$ cat config.mk
export PLATFORM = sky130hd
export DESIGN_NAME = ni_tx
export DESIGN_NICKNAME = d
export VERILOG_FILES = /design/src/rtl/ni_pkg.sv /design/src/rtl/ack_sync.sv /design/src/rtl/ni_tx.sv
export SDC_FILE = /design/constraint.sdc
export NUM_CORES = 1
export LEC_CHECK = 0
export BUFFER_PORTS_ARGS = -buffer_cell sky130_fd_sc_hd__buf_2
export CORE_MARGIN = 3
export CORE_UTILIZATION = 59
export CTS_CLUSTER_DIAMETER = 200
export DETAILED_ROUTE_END_ITERATION = 8
export GPL_ROUTABILITY_DRIVEN = 1
export HOLD_SLACK_MARGIN = 0.12
export PLACE_DENSITY = 0.82
export SLEW_MARGIN = 20
export SYNTH_ARGS = -nofsm -noshare
export SYNTH_HDL_FRONTEND = slang
export SYNTH_SLANG_ARGS = --single-unit
$ cat constraint.sdc
create_clock -name clk -period 3.75 [get_ports clk]
set_input_delay 0.75 -clock clk [delete_from_list [all_inputs] [get_ports clk]]
set_output_delay 0.75 -clock clk [all_outputs]
set_load 0.01 [all_outputs]
$ cat src/rtl/ni_pkg.sv
// Shared types and helpers for the network-interface transmitter.
package ni_pkg;

  typedef logic [2:0] state_t;

  localparam state_t IDLE     = 3'd0;
  localparam state_t HDR_SET  = 3'd1;
  localparam state_t HDR_RTZ  = 3'd2;
  localparam state_t DATA_SET = 3'd3;
  localparam state_t DATA_RTZ = 3'd4;
  localparam state_t EOF_SET  = 3'd5;
  localparam state_t EOF_RTZ  = 3'd6;

  // Level driven on the EOF wire while the EOF token is presented.
  localparam logic EOF_TOKEN = 1'b1;

  function automatic logic [3:0] enc1of4(input logic [1:0] v);
    return 4'b0001 << v;
  endfunction

endpackage

$ cat src/rtl/ack_sync.sv
// Two-flop synchroniser for a single asynchronous level.
module ack_sync (
  input  logic clk,
  input  logic rst_n,
  input  logic d_i,
  output logic q_o
);

  logic s1_q, s2_q;

  always_ff @(posedge clk or negedge rst_n) begin
    if (!rst_n) begin
      s1_q <= 1'b0;
      s2_q <= 1'b0;
    end else begin
      s1_q <= d_i;
      s2_q <= s1_q;
    end
  end

  assign q_o = s2_q;

endmodule

$ cat src/rtl/ni_tx.sv
// Local-port transmitter: binary words in, 1-of-4 RTZ flits (header, payload, EOF) out.
module ni_tx
  import ni_pkg::*;
#(
  parameter int unsigned DW  = 16,
  parameter int unsigned SCN = DW / 2
) (
  input  logic           clk,
  input  logic           rst_n,
  input  logic           in_valid,
  output logic           in_ready,
  input  logic [DW-1:0]  in_data,
  input  logic           in_last,
  input  logic [3:0]     in_dst_x,
  input  logic [3:0]     in_dst_y,
  output logic [SCN-1:0] o0,
  output logic [SCN-1:0] o1,
  output logic [SCN-1:0] o2,
  output logic [SCN-1:0] o3,
  output logic           o4,
  input  logic           ia,
  output logic           busy,
  output logic [15:0]    frames_sent
);

  state_t               state_q, state_d;
  logic [DW-1:0]        data_q, data_d;
  logic                 last_q, last_d;
  logic [3:0][SCN-1:0]  sym_q, sym_d;
  logic                 o4_q, o4_d;
  logic                 busy_q, busy_d;
  logic [15:0]          frames_q, frames_d;
  logic                 ready_en_q;
  logic                 ack_s;
  logic                 accept;
  logic [DW-1:0]        enc_word;
  logic [3:0][SCN-1:0]  enc_sym;

  ack_sync u_ack_sync (
    .clk   (clk),
    .rst_n (rst_n),
    .d_i   (ia),
    .q_o   (ack_s)
  );

  // Holds in_ready low for the first cycle after reset release.
  always_ff @(posedge clk or negedge rst_n) begin
    if (!rst_n) ready_en_q <= 1'b0;
    else        ready_en_q <= 1'b1;
  end

  assign in_ready = ready_en_q &&
                    ((state_q == IDLE) || ((state_q == DATA_RTZ) && !ack_s && !last_q));
  assign accept   = in_valid && in_ready;

  // Word to be encoded onto the wires on the next set transition.
  always_comb begin
    enc_word = '0;
    unique case (state_q)
      IDLE:     enc_word[7:0] = {in_dst_y, in_dst_x};
      HDR_RTZ:  enc_word      = data_q;
      DATA_RTZ: enc_word      = in_data;
      default:  enc_word      = '0;
    endcase
  end

  always_comb begin
    logic [3:0] oh;
    oh      = '0;
    enc_sym = '0;
    for (int j = 0; j < SCN; j++) begin
      oh = enc1of4(enc_word[2*j +: 2]);
      for (int v = 0; v < 4; v++) enc_sym[v][j] = oh[v];
    end
  end

  always_comb begin
    state_d  = state_q;
    data_d   = data_q;
    last_d   = last_q;
    sym_d    = sym_q;
    o4_d     = o4_q;
    busy_d   = busy_q;
    frames_d = frames_q;
    unique case (state_q)
      IDLE: begin
        if (accept) begin
          data_d  = in_data;
          last_d  = in_last;
          sym_d   = enc_sym;
          busy_d  = 1'b1;
          state_d = HDR_SET;
        end
      end
      HDR_SET: begin
        if (ack_s) begin
          sym_d   = '0;
          state_d = HDR_RTZ;
        end
      end
      HDR_RTZ: begin
        if (!ack_s) begin
          sym_d   = enc_sym;
          state_d = DATA_SET;
        end
      end
      DATA_SET: begin
        if (ack_s) begin
          sym_d   = '0;
          state_d = DATA_RTZ;
        end
      end
      DATA_RTZ: begin
        if (!ack_s) begin
          if (last_q) begin
            o4_d    = EOF_TOKEN;
            state_d = EOF_SET;
          end else if (in_valid) begin
            data_d  = in_data;
            last_d  = in_last;
            sym_d   = enc_sym;
            state_d = DATA_SET;
          end
        end
      end
      EOF_SET: begin
        if (ack_s) begin
          o4_d    = 1'b0;
          state_d = EOF_RTZ;
        end
      end
      EOF_RTZ: begin
        if (!ack_s) begin
          frames_d = frames_q + 16'd1;
          busy_d   = 1'b0;
          state_d  = IDLE;
        end
      end
      default: begin
        sym_d   = '0;
        o4_d    = 1'b0;
        busy_d  = 1'b0;
        state_d = IDLE;
      end
    endcase
  end

  always_ff @(posedge clk or negedge rst_n) begin
    if (!rst_n) begin
      state_q  <= IDLE;
      data_q   <= '0;
      last_q   <= 1'b0;
      sym_q    <= '0;
      o4_q     <= 1'b0;
      busy_q   <= 1'b0;
      frames_q <= '0;
    end else begin
      state_q  <= state_d;
      data_q   <= data_d;
      last_q   <= last_d;
      sym_q    <= sym_d;
      o4_q     <= o4_d;
      busy_q   <= busy_d;
      frames_q <= frames_d;
    end
  end

  assign o0          = sym_q[0];
  assign o1          = sym_q[1];
  assign o2          = sym_q[2];
  assign o3          = sym_q[3];
  assign o4          = o4_q;
  assign busy        = busy_q;
  assign frames_sent = frames_q;

endmodule

==> impl_metrics.sql, run 1 <==
INSERT INTO impl_metrics (metric_group, metric, value, unit) VALUES
('pwr', 'switching_share', '0.366', ''),
('synth', 'postSynth.asyncResetShare', '1.00', ''),
('pwr', 'leakagePower', '2.25', 'nW'),
('synth', 'post_synth_inst_count', '352', ''),
('synth', 'synth.cell_area', '0.00390', 'mm2'),
('synth', 'seq_cells_post_synth', '73', ''),
('pwr', 'powerDensity', '840', 'mW/mm2'),
('global_route', 'grt_overflow', '0', ''),
('critical_path', 'crit-reg2reg-launch', 'state_q[2]', ''),
('pwr', 'power_switching', '0.00141', 'W'),
('worst_hold_path', 'hold_path.class', 'register to register', ''),
('sta', 'setup-violations-final', '0', ''),
('cts', 'h_tree_depth', '3', ''),
('sta', 'rsz0062_at_grt', 'false', ''),
('detailed_routing', 'top_signal_layer_used', 'met4', ''),
('synth', 'ys.warnings.count', '0', ''),
('finish', 'design.final.nets', '456', ''),
('cts', 'clock_transition_at_the_registers_of_the_reported_paths', '0.08', 'ns'),
('critical_path', 'timing.reg2reg.setup_slack', '1.27', 'ns'),
('detailed_routing', 'met3_length', '464', 'um'),
('sta', 'hold_viol', '0', ''),
('detailed_routing', 'routed_via_density', '5.78', ''),
('floorplan', 'core-area', '0.00617', 'mm2'),
('synth', 'synth_ff_type', 'sky130_fd_sc_hd__dfrtp_1', ''),
('critical_path', 'critical_path_required', '3.00', 'ns'),
('sta', 'final_min_period_over_clock_period', '0.780', ''),
('critical_path', 'timing.rr.end', 'o2[5]', ''),
('critical_path', 'criticalPathCategory', 'register to output port', ''),
('critical_path', 'cp_max_fo', '24', ''),
('critical_path', 'setup.worst_path.end', 'in_ready', ''),
('detailed_routing', 'detail_route.wirelength.met1', '3840', 'um'),
('sta', 'finalMaxSlewViolations', '0', ''),
('place', 'gp_congestion', '0.913', ''),
('pwr', 'peakVddDrop', '0.000477', 'V'),
('critical_path', 'critPathArrivalTime', '2.17', 'ns'),
('floorplan', 'fp.dieArea', '0.00762', 'mm2'),
('finish', 'diodes', '0', ''),
('synth', 'synth_top_area_cell', 'sky130_fd_sc_hd__dfrtp_1', ''),
('critical_path', 'critical_path_source_type', 'register', ''),
('global_route', 'vias_in_the_first_global_route', '2752', ''),
('synth', 'synth_top_area_share', '0.469', ''),
('detailed_routing', 'final_antenna_net_count', '0', ''),
('detailed_routing', 'met2RoutedLength', '3760', 'um'),
('detailed_routing', 'totalWireLength', '8190', 'um'),
('cts', 'cts_hold_buffers', '0', ''),
('sta', 'finalClockSkew', '0.00537', 'ns'),
('flow_run', 'maxCapViolCount', '0', ''),
('cts', 'clock_insertion_delay_worst_skew', '0.35', 'ns'),
('synth', 'ys_top_cells_by_area', 'sky130_fd_sc_hd__dfrtp_1, sky130_fd_sc_hd__mux2_4, sky130_fd_sc_hd__mux2_2, sky130_fd_sc_hd__mux2i_1, sky130_fd_sc_hd__nand3b_1', ''),
('synth', 'synth.avg_cell_area', '11.1', 'um2'),
('synth', 'synth.lib_cells_used.distinct', '52', ''),
('place', 'hpwlAfterDp', '5700', 'um'),
('pwr', 'power.share.sequential', '0.335', ''),
('sta', 'worst-slew-pin-transition', '0.814', 'ns'),
('detailed_routing', 'route.detailed.wl_per_inst', '16.2', 'um'),
('synth', 'sequential_fraction_of_the_synthesis_area', '0.469', ''),
('place', 'placement.io_buffers', '79', ''),
('global_route', 'grt_first_pass_wirelength', '13400', 'um'),
('pwr', 'combinationalPowerShare', '0.435', ''),
('finish', 'syn2layout_area_growth', '17.6', '%'),
('floorplan', 'top_level_ports', '80', ''),
('detailed_routing', 'count_of_tritonroute_iterations_in_the_first_routing_pass', '5', ''),
('cts', 'clock-root-buffer', 'sky130_fd_sc_hd__clkbuf_8', ''),
('sta', 'finalHoldWorstSlack', '0.351', 'ns'),
('status', 'outcome', 'complete, no violations', ''),
('pwr', 'power.share.clock', '0.230', ''),
('global_route', 'antenna_found_initial', '0', ''),
('finish', 'drive_gt1_frac', '0.342', ''),
('sta', 'worst_slew_margin_rel', '0.457', ''),
('cts', 'tritoncts_clock_tree', 'done', ''),
('floorplan', 'initial_core_util', '0.632', '');
worst max-delay path: stages (launching register included):
cell	delay (ns)
sky130_fd_sc_hd__dfrtp_1	0.88
sky130_fd_sc_hd__clkinv_1	0.48
sky130_fd_sc_hd__and4_1	0.33
sky130_fd_sc_hd__buf_2	0.14
cell type report:
cell class | count | area, um2
Fill cell | 444 | 1580
Tap cell | 75 | 93.8
Inverter | 16 | 60.1
Sequential cell | 73 | 1830
Timing Repair Buffer | 85 | 440
Multi-Input combinational cell | 240 | 1870
Clock buffer | 9 | 124
Clock inverter | 7 | 166
stage by stage:
step,instances,cell area [um2],setup slack (ns),utilization,power [W]
CTS,505,4580,0.870,0.743,0.00386
floorplan,352,3900,1.70,-,0.00261
finish,505,4580,0.825,0.743,0.00385
detailed placement,489,4290,1.29,0.696,0.00296
global placement,489,4290,1.32,0.696,0.00291
global route,505,4580,0.732,0.743,0.00409
state kept, by name, summed over array words and instances, names as in the netlist, 3 cells and up:
register / flops
state_q: 3
o3: 8
o2: 8
data_q: 16
o0: 8
o1: 8
frames_sent: 16
routing by layer:
layer / track usage / vias to the layer above
li1: - / 1400
met1: 0.315 / 1419
met2: 0.350 / 90
met3: 0.0378 / 10
met4: 0.0851 / 0
met5: 0 / -
power groups by stage:
stage               Clock, W  Sequential (W)  Combinational, W
floorplan                  0         0.00124           0.00137
global placement           0         0.00129           0.00162
detailed placement         0         0.00130           0.00167
CTS                 0.000892         0.00129           0.00168
global route        0.000927         0.00133           0.00183
finish              0.000884         0.00129           0.00167
cell usage in the layout, fill, tap and decap left out, drive strengths merged, types with 2 or more instances in the layout:
master,count
buf,85
dfrtp,73
mux2,40
nand2,22
nand3b,21
mux2i,17
a21oi,16
inv,15
nor2,14
o21ai,14
nor3,12
xnor2,9
clkbuf,9
nand3,7
nor2b,6
o21bai,6
xor2,6
bufinv,5
a211oi,5
nand2b,4
o32a,4
o21a,4
and3,3
a32oi,3
nand4,3
nor3b,3
nor4,3
or2,2
a21o,2
ha,2
clkinv,2
worst min path at each step:
stage / start / to / slack (ns) / depth (start not counted)
finish: u_ack_sync.s1_q / u_ack_sync.q_o / 0.35 / 0
global route: u_ack_sync.s1_q / u_ack_sync.q_o / 0.37 / 0
CTS: u_ack_sync.s1_q / u_ack_sync.q_o / 0.35 / 0
detailed placement: u_ack_sync.s1_q / u_ack_sync.q_o / 0.34 / 0
global placement: u_ack_sync.s1_q / u_ack_sync.q_o / 0.33 / 0
floorplan: u_ack_sync.s1_q / u_ack_sync.q_o / 0.33 / 0
logic make-up (layout without fill, tap and decap cells):
| group | Yosys count | after routing | synth area share |
|---|---|---|---|
| AOI/OAI and AO/OA | 63 | 63 | 0.112 |
| xor gates and xnor gates | 15 | 15 | 0.0337 |
| adders and majority gates | 2 | 2 | 0.00642 |
| buffers and inverters | 39 | 117 | 0.0513 |
| DFF | 73 | 73 | 0.469 |
| muxes | 57 | 57 | 0.177 |
| other | 1 | 1 | 0.000962 |
| and+or+nand+nor | 102 | 102 | 0.151 |
synthesized netlist by cell type (3+ instances only):
master and n:
sky130_fd_sc_hd__nand4_1 3, sky130_fd_sc_hd__nor3_1 12, sky130_fd_sc_hd__inv_1 14, sky130_fd_sc_hd__mux2i_1 17
sky130_fd_sc_hd__nand2b_1 4, sky130_fd_sc_hd__nor2_1 14, sky130_fd_sc_hd__mux2_2 19, sky130_fd_sc_hd__buf_6 3
sky130_fd_sc_hd__o32a_1 4, sky130_fd_sc_hd__buf_2 7, sky130_fd_sc_hd__o21ai_0 13, sky130_fd_sc_hd__a211oi_1 4
sky130_fd_sc_hd__xor2_1 6, sky130_fd_sc_hd__and3_1 3, sky130_fd_sc_hd__buf_4 6, sky130_fd_sc_hd__a21oi_1 16
sky130_fd_sc_hd__nand3_1 7, sky130_fd_sc_hd__nand3b_1 21, sky130_fd_sc_hd__mux2_1 3, sky130_fd_sc_hd__clkbuf_1 7
sky130_fd_sc_hd__mux2_4 18, sky130_fd_sc_hd__dfrtp_1 73, sky130_fd_sc_hd__o21bai_1 6, sky130_fd_sc_hd__xnor2_1 9
sky130_fd_sc_hd__nor2b_1 6, sky130_fd_sc_hd__a32oi_1 3, sky130_fd_sc_hd__o21a_1 4, sky130_fd_sc_hd__nand2_1 21
Power figures use the tool's default switching activity.
==> inputs of run 2 (changes only) <==
--- a/config.mk
+++ b/config.mk
@@ -7,12 +7,12 @@
 export LEC_CHECK = 0
 export BUFFER_PORTS_ARGS = -buffer_cell sky130_fd_sc_hd__buf_2
 export CORE_MARGIN = 3
-export CORE_UTILIZATION = 59
+export CORE_UTILIZATION = 50
 export CTS_CLUSTER_DIAMETER = 200
 export DETAILED_ROUTE_END_ITERATION = 8
 export GPL_ROUTABILITY_DRIVEN = 1
 export HOLD_SLACK_MARGIN = 0.12
-export PLACE_DENSITY = 0.82
+export PLACE_DENSITY = 0.74
 export SLEW_MARGIN = 20
 export SYNTH_ARGS = -nofsm -noshare
 export SYNTH_HDL_FRONTEND = slang
==> constraint.sdc (replaced) <==
create_clock -name clk -period 2.4 [get_ports clk]
set_input_delay 0.48 -clock clk [delete_from_list [all_inputs] [get_ports clk]]
set_output_delay 0.48 -clock clk [all_outputs]
set_load 0.01 [all_outputs]
==> impl_metrics.sql, run 2 (same netlist as run 1, synthesis figures left out) <==
INSERT INTO impl_metrics (metric_group, metric, value, unit) VALUES
('critical_path', 'critical_path_source_type', 'register', ''),
('sta', 'final_min_period_over_clock_period', '0.933', ''),
('detailed_routing', 'routed_via_density', '5.46', ''),
('sta', 'fin_tns_setup', '0', 'ns'),
('cts', 'clock-root-buffer', 'sky130_fd_sc_hd__clkbuf_8', ''),
('place', 'dpl-instance-area', '0.00438', 'mm2'),
('detailed_routing', 'drt_iter0_drc', '101', ''),
('pwr', 'power.total', '0.00588', 'W'),
('detailed_routing', 'dr_total_vias', '2918', ''),
('global_route', 'grt_usage', '0.203', ''),
('pwr', 'peakVddDrop', '0.000773', 'V'),
('critical_path', 'critPathArrivalTime', '1.76', 'ns'),
('finish', 'finalInstanceArea', '0.00462', 'mm2'),
('detailed_routing', 'totalWireLength', '8370', 'um'),
('floorplan', 'std_cell_rows', '31', ''),
('global_route', 'grt_use_met3', '0.0377', ''),
('critical_path', 'critical_path_required', '1.92', 'ns'),
('sta', 'finalHoldWorstSlack', '0.139', 'ns'),
('detailed_routing', 'drcViolationCount', '0', ''),
('sta', 'setup-violations-final', '0', ''),
('global_route', 'grt_first_pass_wirelength', '14200', 'um'),
('place', 'gp_congestion', '0.839', ''),
('cts', 'cts.sinks', '73', ''),
('pwr', 'powerDensity', '1270', 'mW/mm2'),
('detailed_routing', 'count_of_tritonroute_iterations_in_the_first_routing_pass', '4', ''),
('sta', 'finalClockSkew', '0.00940', 'ns'),
('finish', 'syn2layout_area_growth', '18.6', '%'),
('critical_path', 'ff2ff_path_depth', '4', ''),
('critical_path', 'cp_max_fo', '11', ''),
('flow_run', 'maxCapViolCount', '0', ''),
('global_route', 'grt_max_degree', '74', ''),
('sta', 'worst_slew_margin_rel', '0.625', ''),
('sta', 'finalMaxSlewViolations', '0', ''),
('cts', 'buffers_inserted_during_post_cts_setup_optimization', '0', ''),
('place', 'post-place-cells', '518', ''),
('sta', 'worst-slew-pin-transition', '0.562', 'ns'),
('floorplan', 'fp.dieArea', '0.00889', 'mm2'),
('floorplan', 'initial_core_util', '0.526', ''),
('status', 'outcome', 'complete, no violations', ''),
('cts', 'numCtsBuffers', '9', ''),
('finish', 'diodes', '0', ''),
('detailed_routing', 'final_antenna_net_count', '0', ''),
('finish', 'mostFrequentLayoutCells', 'sky130_fd_sc_hd__buf_2, sky130_fd_sc_hd__dfrtp_1, sky130_fd_sc_hd__nand3b_1, sky130_fd_sc_hd__nand2_1, sky130_fd_sc_hd__mux2_2', ''),
('sta', 'maxClockFrequency', '447', 'MHz'),
('cts', 'clock_insertion_delay_worst_skew', '0.34', 'ns'),
('global_route', 'vias_in_the_first_global_route', '2910', ''),
('global_route', 'globalRouteMet1Util', '0.280', ''),
('detailed_routing', 'route.detailed.wl_per_inst', '15.7', 'um'),
('sta', 'finalWorstPathRequiredPeriod', '2.24', 'ns'),
('finish', 'design.final.nets', '461', ''),
('worst_hold_path', 'hold_path.class', 'input pin to asynchronous set/reset pin', ''),
('global_route', 'gr-max-usage-layer', 'met2', ''),
('floorplan', 'core-area', '0.00741', 'mm2'),
('cts', 'h_tree_depth', '3', ''),
('critical_path', 'criticalPathCategory', 'register to output port', ''),
('finish', 'fill_cells', '614', ''),
('place', 'hpwlAfterDp', '5850', 'um'),
('finish', 'stdcell_count', '534', ''),
('floorplan', 'top_level_ports', '80', ''),
('place', 'placement.io_buffers', '79', ''),
('cts', 'tritoncts_clock_tree', 'done', ''),
('finish', 'most_frequent_standard_cell_in_the_layout_excluding_fill_and_tap_cells', 'sky130_fd_sc_hd__buf_2', ''),
('pwr', 'leakagePower', '2.26', 'nW'),
('sta', 'rsz0062_at_grt', 'false', ''),
('critical_path', 'end_kind', 'output port', ''),
('cts', 'clock_transition_at_the_registers_of_the_reported_paths', '0.08', 'ns'),
('global_route', 'met2_layer_usage_reported_by_global_route', '0.322', ''),
('cts', 'clk_path_buf_depth', '2', ''),
('global_route', 'grt_overflow', '0', ''),
('floorplan', 'chipHeight', '94.3', 'um'),
('floorplan', 'fp.dieW', '94.3', 'um'),
('finish', 'drive_gt1_frac', '0.352', ''),
('sta', 'hold_viol', '0', ''),
('global_route', 'antenna_found_initial', '0', '');
[run 2: changes by cell type in the layout (fill, tap and decap cells not counted)]
cell / previous run / this run
sky130_fd_sc_hd__buf_4: 6 / 11
sky130_fd_sc_hd__nand4bb_2: 0 / 1
sky130_fd_sc_hd__nand4bb_1: 1 / 0
sky130_fd_sc_hd__bufinv_16: 5 / 3
sky130_fd_sc_hd__clkinv_2: 0 / 1
sky130_fd_sc_hd__clkinvlp_4: 1 / 2
sky130_fd_sc_hd__buf_2: 79 / 78
sky130_fd_sc_hd__buf_12: 0 / 1
[run 2: metal layers]
| metal | share of wire | up-vias |
|---|---|---|
| li1 | - | 1412 |
| met1 | 0.48 | 1413 |
| met2 | 0.45 | 83 |
| met3 | 0.054 | 10 |
| met4 | 0.013 | 0 |
| met5 | 0 | - |
[run 2: timing repair]
item,in CTS,in global routing
hold buffers,0,0
endpoints found under the hold margin,0,0
resized for setup,0,1
endpoints found under the setup margin,0,1
[run 2: per-stage QoR]
stage / utilization / setup slack (ns)
6_report: 0.624 / 0.161
5_1_grt: 0.624 / 0.0454
4_1_cts: 0.623 / 0.184
3_5_place_dp: 0.591 / 0.233
3_3_place_gp: 0.591 / 0.344
2_1_floorplan: - / 0.615
[run 2: layout make-up]
type	instances	area [um2]	share of cell area
Inverter	16	60.1	0.0130
Clock inverter	7	119	0.0257
Sequential cell	73	1830	0.395
Timing Repair Buffer	90	493	0.107
Tap cell	99	124	0.0268
Multi-Input combinational cell	240	1880	0.406
Clock buffer	9	124	0.0268
[run 2: final timing paths]
path	slack [ns]	end	startpoint
setup reg to reg	0.28	o2[3]	state_q[2]
max in group asynchronous	1.95	last_q	rst_n
min in group clk	0.24	u_ack_sync.s1_q	ia
setup / recovery	0.16	in_ready	state_q[1]
hold reg to reg	0.35	u_ack_sync.q_o	u_ack_sync.s1_q
hold / removal	0.14	o1[4]	rst_n
[run 2: report_power, final]
group | switching, W | internal (W)
Clock | 0.000486 | 0.000690
Sequential | 0.000328 | 0.00163
Combinational | 0.00141 | 0.00134
Total | 0.00223 | 0.00365
[run 2: critical path, cell delays in order, from the launching register on]
cell,delay (ns)
sky130_fd_sc_hd__dfrtp_1,0.59
sky130_fd_sc_hd__clkinv_1,0.39
sky130_fd_sc_hd__and4_1,0.30
sky130_fd_sc_hd__buf_2,0.13
